===== src/rtl/cpu_run_ctrl.sv =====
// Run/step/halt controller for a small core: gates core advance with a budget,
// a single-address breakpoint and a host command channel.
module cpu_run_ctrl #(
   parameter int CNT_W = 8
) (
   input  logic             clk,
   input  logic             reset,
   input  logic             cmd_valid,
   output logic             cmd_ready,
   input  logic [1:0]       cmd_op,
   input  logic [CNT_W-1:0] cmd_arg,
   input  logic [3:0]       pc_in,
   output logic             core_en,
   output logic             halted,
   output logic [1:0]       halt_cause,
   output logic [CNT_W-1:0] retired
);

   typedef enum logic [1:0] {
      ST_HALTED,
      ST_RUN,
      ST_STEP
   } state_t;

   localparam logic [1:0] OP_RUN    = 2'b00;
   localparam logic [1:0] OP_STEP   = 2'b01;
   localparam logic [1:0] OP_HALT   = 2'b10;
   localparam logic [1:0] OP_SET_BP = 2'b11;

   localparam logic [1:0] CAUSE_RESET = 2'b00;
   localparam logic [1:0] CAUSE_HALT  = 2'b01;
   localparam logic [1:0] CAUSE_BP    = 2'b10;
   localparam logic [1:0] CAUSE_DONE  = 2'b11;

   state_t             state_q, state_d;
   logic [CNT_W-1:0]   budget_q, budget_d;
   logic [CNT_W-1:0]   retired_q, retired_d;
   logic               first_q, first_d;
   logic               bp_en_q, bp_en_d;
   logic [3:0]         bp_addr_q, bp_addr_d;
   logic [1:0]         cause_q, cause_d;
   logic               accept;
   logic               bp_hit;

   always_comb begin
      state_d   = state_q;
      budget_d  = budget_q;
      retired_d = retired_q;
      first_d   = first_q;
      bp_en_d   = bp_en_q;
      bp_addr_d = bp_addr_q;
      cause_d   = cause_q;

      cmd_ready = (state_q != ST_STEP);
      accept    = cmd_valid && cmd_ready;
      // The first RUN cycle never hits, so a resume from a breakpoint moves past it.
      bp_hit    = (state_q == ST_RUN) && bp_en_q && (pc_in == bp_addr_q) && !first_q;
      core_en   = reset && ((state_q == ST_STEP) || ((state_q == ST_RUN) && !bp_hit));

      if (core_en && (retired_q != '1)) begin
         retired_d = retired_q + CNT_W'(1);
      end

      if (accept && (cmd_op == OP_SET_BP)) begin
         bp_addr_d = cmd_arg[3:0];
         bp_en_d   = cmd_arg[4];
      end

      case (state_q)
         ST_HALTED: begin
            if (accept && (cmd_op == OP_RUN)) begin
               state_d   = ST_RUN;
               budget_d  = cmd_arg;
               retired_d = '0;
               first_d   = 1'b1;
            end else if (accept && (cmd_op == OP_STEP)) begin
               state_d   = ST_STEP;
               retired_d = '0;
            end
         end
         ST_RUN: begin
            first_d = 1'b0;
            // Stop causes are checked in priority order: breakpoint, budget, HALT.
            if (bp_hit) begin
               state_d = ST_HALTED;
               cause_d = CAUSE_BP;
            end else begin
               if (budget_q != '0) begin
                  budget_d = budget_q - CNT_W'(1);
               end
               if (budget_q == CNT_W'(1)) begin
                  state_d = ST_HALTED;
                  cause_d = CAUSE_DONE;
               end else if (accept && (cmd_op == OP_HALT)) begin
                  state_d = ST_HALTED;
                  cause_d = CAUSE_HALT;
               end
            end
         end
         ST_STEP: begin
            state_d = ST_HALTED;
            cause_d = CAUSE_DONE;
         end
         default: begin
            state_d = ST_HALTED;
         end
      endcase
   end

   always_ff @(posedge clk) begin
      if (!reset) begin
         state_q   <= ST_HALTED;
         budget_q  <= '0;
         retired_q <= '0;
         first_q   <= 1'b0;
         bp_en_q   <= 1'b0;
         bp_addr_q <= '0;
         cause_q   <= CAUSE_RESET;
      end else begin
         state_q   <= state_d;
         budget_q  <= budget_d;
         retired_q <= retired_d;
         first_q   <= first_d;
         bp_en_q   <= bp_en_d;
         bp_addr_q <= bp_addr_d;
         cause_q   <= cause_d;
      end
   end

   assign halted     = (state_q == ST_HALTED);
   assign halt_cause = cause_q;
   assign retired    = retired_q;

endmodule


===== config.mk =====
export PLATFORM = sky130hd
export DESIGN_NAME = cpu_run_ctrl
export DESIGN_NICKNAME = d
export VERILOG_FILES = /design/src/rtl/cpu_run_ctrl.sv
export SDC_FILE = /design/constraint.sdc
export NUM_CORES = 1
export LEC_CHECK = 0
export CAP_MARGIN = 20
export CORE_MARGIN = 4
export CORE_UTILIZATION = 40
export CTS_BUF_LIST = sky130_fd_sc_hd__clkbuf_16
export DETAILED_ROUTE_END_ITERATION = 8
export GPL_TIMING_DRIVEN = 0
export PLACE_DENSITY = 0.7
export REMOVE_ABC_BUFFERS = 1
export SYNTH_ARGS = -nofsm -noshare
export SYNTH_HDL_FRONTEND = slang
export SYNTH_SLANG_ARGS = --single-unit

===== constraint.sdc =====
create_clock -name clk -period 2.1 [get_ports clk]
set_clock_uncertainty 0.1 [all_clocks]
set_input_delay 0.42 -clock clk [delete_from_list [all_inputs] [get_ports clk]]
set_output_delay 0.42 -clock clk [all_outputs]
set_load 0.01 [all_outputs]

==> summary.md <==
| Metric | Value |
|---|---|
| Status | `complete, no violations` |
| Critical Path Sink Type | `output port` |
| Synth top area share | `32.8%` |
| Setup slack after placement | `-984 ps` |
| Actual slew at the worst max-slew pin | `747 ps` |
| Worst-skew pair later-pin latency | `260 ps` |
| Drt pass-1 iters | `4` |
| Slew HR | `49.7%` |
| Total Neg Setup Slack | `0 ps` |
| Setup crit start kind | `flip-flop` |
| Starting DRT DRC Count | `129` |
| Min-delay worst type | `flip-flop to flip-flop` |
| Max clock buf depth | `2` |
| Num CTS Buffers | `3` |
| Die Height | `71.0 µm` |
| Worst path bufs/invs | `2` |
| Synth top area cells | `dfxtp_1 (33%), ha_1 (4.7%), nor2_1 (4.5%)` |
| Via density | `5.72` |
| Largest net degree at the start of global routing | `17` |
| First-pass GRT wire length | `6890 µm` |
| Die area | `5040 µm²` |
| GR Util All Layers | `16.6%` |
| Final Max Slew Viols | `0` |
| Routed wire length per instance | `15.1 µm` |
| Die Wd | `71.0 µm` |
| Area grow syn2layout | `34.6%` |
| Post-route ant nets | `0` |
| Top post-synthesis cells by count | `dfxtp_1 (26), nor2_1 (19), nand2_1 (18)` |
| Max H-tree Level | `1` |
| FF+latch area | `522 µm²` |
| Global route total overflow | `0` |
| DRT Wirelength | `4110 µm` |
| Clk root buf | `clkbuf_16` |
| Critical Path Max Stage Delay | `570 ps` |
| RSZ-0062 raised after global routing | `yes` |
| Most common cell in the synthesized netlist | `dfxtp_1` |
| Fmax | `481 MHz` |
| Site Rows | `22` |
| Predominant post-synthesis flop cell | `dfxtp_1` |
| CTS tree | `yes` |
| Post-Syn Area | `1590 µm²` |
| Seq/Total Area, Yosys | `32.8%` |
| Number of global-route vias before repair | `1440` |
| Finish-stage setup viols | `0` |
| DP HPWL | `2710 µm` |
| Post-synthesis area per instance | `8.36 µm²` |
| Async set or reset register ratio after synthesis | `0%` |
| Worst Path Max Fanout | `6` |
| Crit path max-delay family | `buffers and inverters` |
| Initial Util | `42.4%` |
| DRC | `0` |
| Syn. warnings | `0` |
| Cts hold-fix bufs | `0` |
| Worst setup margin | `21.1 ps` |
| DR vias | `1562` |
| Tcrit/Tclk final | `99.0%` |
| Crit path kind | `flip-flop to output port` |
| Clock transition at the registers of the reported paths | `70 ps` |
| Final nets | `249` |
| VDD IR-drop max | `0.395 mV` |
| Fraction of layout cells with a size suffix above 1 | `16.4%` |
| Core outline area | `3740 µm²` |
| Pwr per Cell Area | `659 nW/µm²` |
| Routability cong. | `0.857` |
| Distinct cells, synth | `49` |
| Post-synth EDFFs | `0` |
| Number of port buffers | `29` |
| Clock sink count | `26` |
| Biggest area consumer among synthesized cells | `dfxtp_1` |
| Io pins | `30` |
| Max Cap Violations | `0` |
| # diodes | `0` |
| Area occupied by multi-input gates | `1040 µm²` |
| Initial antenna violation count | `0` |
| Fillers | `367` |
| Cells after Synth | `190` |
| CP Cell Sequence | `inv_1 -> ha_2 -> clkdlybuf4s50_1` |
| CP max-delay cell | `clkdlybuf4s50_1` |
| Crit path time final | `2080 ps` |
| Critical path data arrival time | `1560 ps` |
| Worst Path Required | `1580 ps` |
| Seq cells post-synth | `26` |
| Leakage power | `0.822 nW` |
| Hold Vio Cnt, Final | `0` |
[routing by layer]
metal	global-route usage, %	vias up	wire length [µm]	share of wire, %
li1	-	775	-	-
met4	5.64	0	65	1.6
met3	1.85	6	147	3.6
met5	0	-	0	0
met1	22.8	745	1890	46
met2	26.8	36	2000	49
[worst register-to-register path, cell delays in order (launching register included)]
cell and delay (ps):
dfxtp_1 400, inv_1 90, ha_2 260, nand2b_4 180, o31ai_4 240, o211a_4 270
nand3_1 90, a32o_1 260
[registers in the layout, summed over array words and instances, names as in the netlist]
name and count:
retired 8, halt_cause 2, first_q 1, bp_addr_q 4, bp_en_q 1, budget_q 8
state_q 2
[layout by cell type, fill, tap and decap left out, types with 4 or more instances in the layout]
cell type        synthesis  final
buf_4                    1      9
a31oi_1                  5      5
inv_1                   10     10
clkdlybuf4s50_1          0     22
nand2_1                 18     18
mux2i_1                  6      6
nand4_1                  5      5
nor2_1                  19     18
o21ai_0                  8      8
dfxtp_1                 26     25
nand3_1                  8      8
o31ai_1                  6      6
a32o_1                   4      4
a21oi_1                 10     10
nor3_1                   6      6
[worst paths after layout]
path / endpoint / from / slack, ps / depth (start not counted)
worst max-delay path: halted / state_q[1] / 20 / 3
worst min-delay path: retired[4] / retired[4] / 420 / 2
worst max register to register: budget_q[3] / state_q[0] / 110 / 7
worst min register to register: retired[4] / retired[4] / 420 / 2
[repair_timing]
| item | in CTS | in global routing |
|---|---|---|
| pin swaps | 3 | 4 |
| endpoints found under the setup margin | 22 | 8 |
| buffers inserted | 5 | 4 |
| resized for setup | 12 | 11 |
| hold endpoints to repair | 0 | 0 |
[kinds of logic (layout without fill, tap and decap cells)]
kind of cell	Yosys count	in the layout	synth area share, %
xor+xnor	4	4	2.21
simple gates	76	76	25.1
flops	26	26	32.8
mux	8	8	5.20
fa+ha+maj	6	6	4.73
compound gates	52	52	25.4
buf+inv	18	53	4.65
[cell type report]
type	count	share of cell area (%)
Tap cell	48	2.81
Sequential cell	26	24.4
Clock buffer	3	3.51
Timing Repair Buffer	38	17.0
Multi-Input combinational cell	146	48.9
Inverter	11	1.93
Clock inverter	1	1.41
[power by group]
group	switching, W	leakage, nW	internal (W)
sequential	0.0000262	0.212	0.000520
combinational	0.000158	0.560	0.000146
clock	0.000180	0.0511	0.000380
total	0.000364	0.822	0.00104
[metrics by stage]
step | hold WS, ps | util (%) | cells | power (W) | area [µm²]
2_1_floorplan | 349 | - | 183 | 0.000731 | 1560
3_3_place_gp | 369 | 50.9 | 260 | 0.000828 | 1910
3_5_place_dp | 384 | 50.9 | 260 | 0.000832 | 1910
4_1_cts | 414 | 55.5 | 269 | 0.00141 | 2080
5_1_grt | 441 | 57.1 | 273 | 0.00148 | 2140
6_report | 416 | 57.1 | 273 | 0.00141 | 2140
Power figures use the tool's default switching activity.
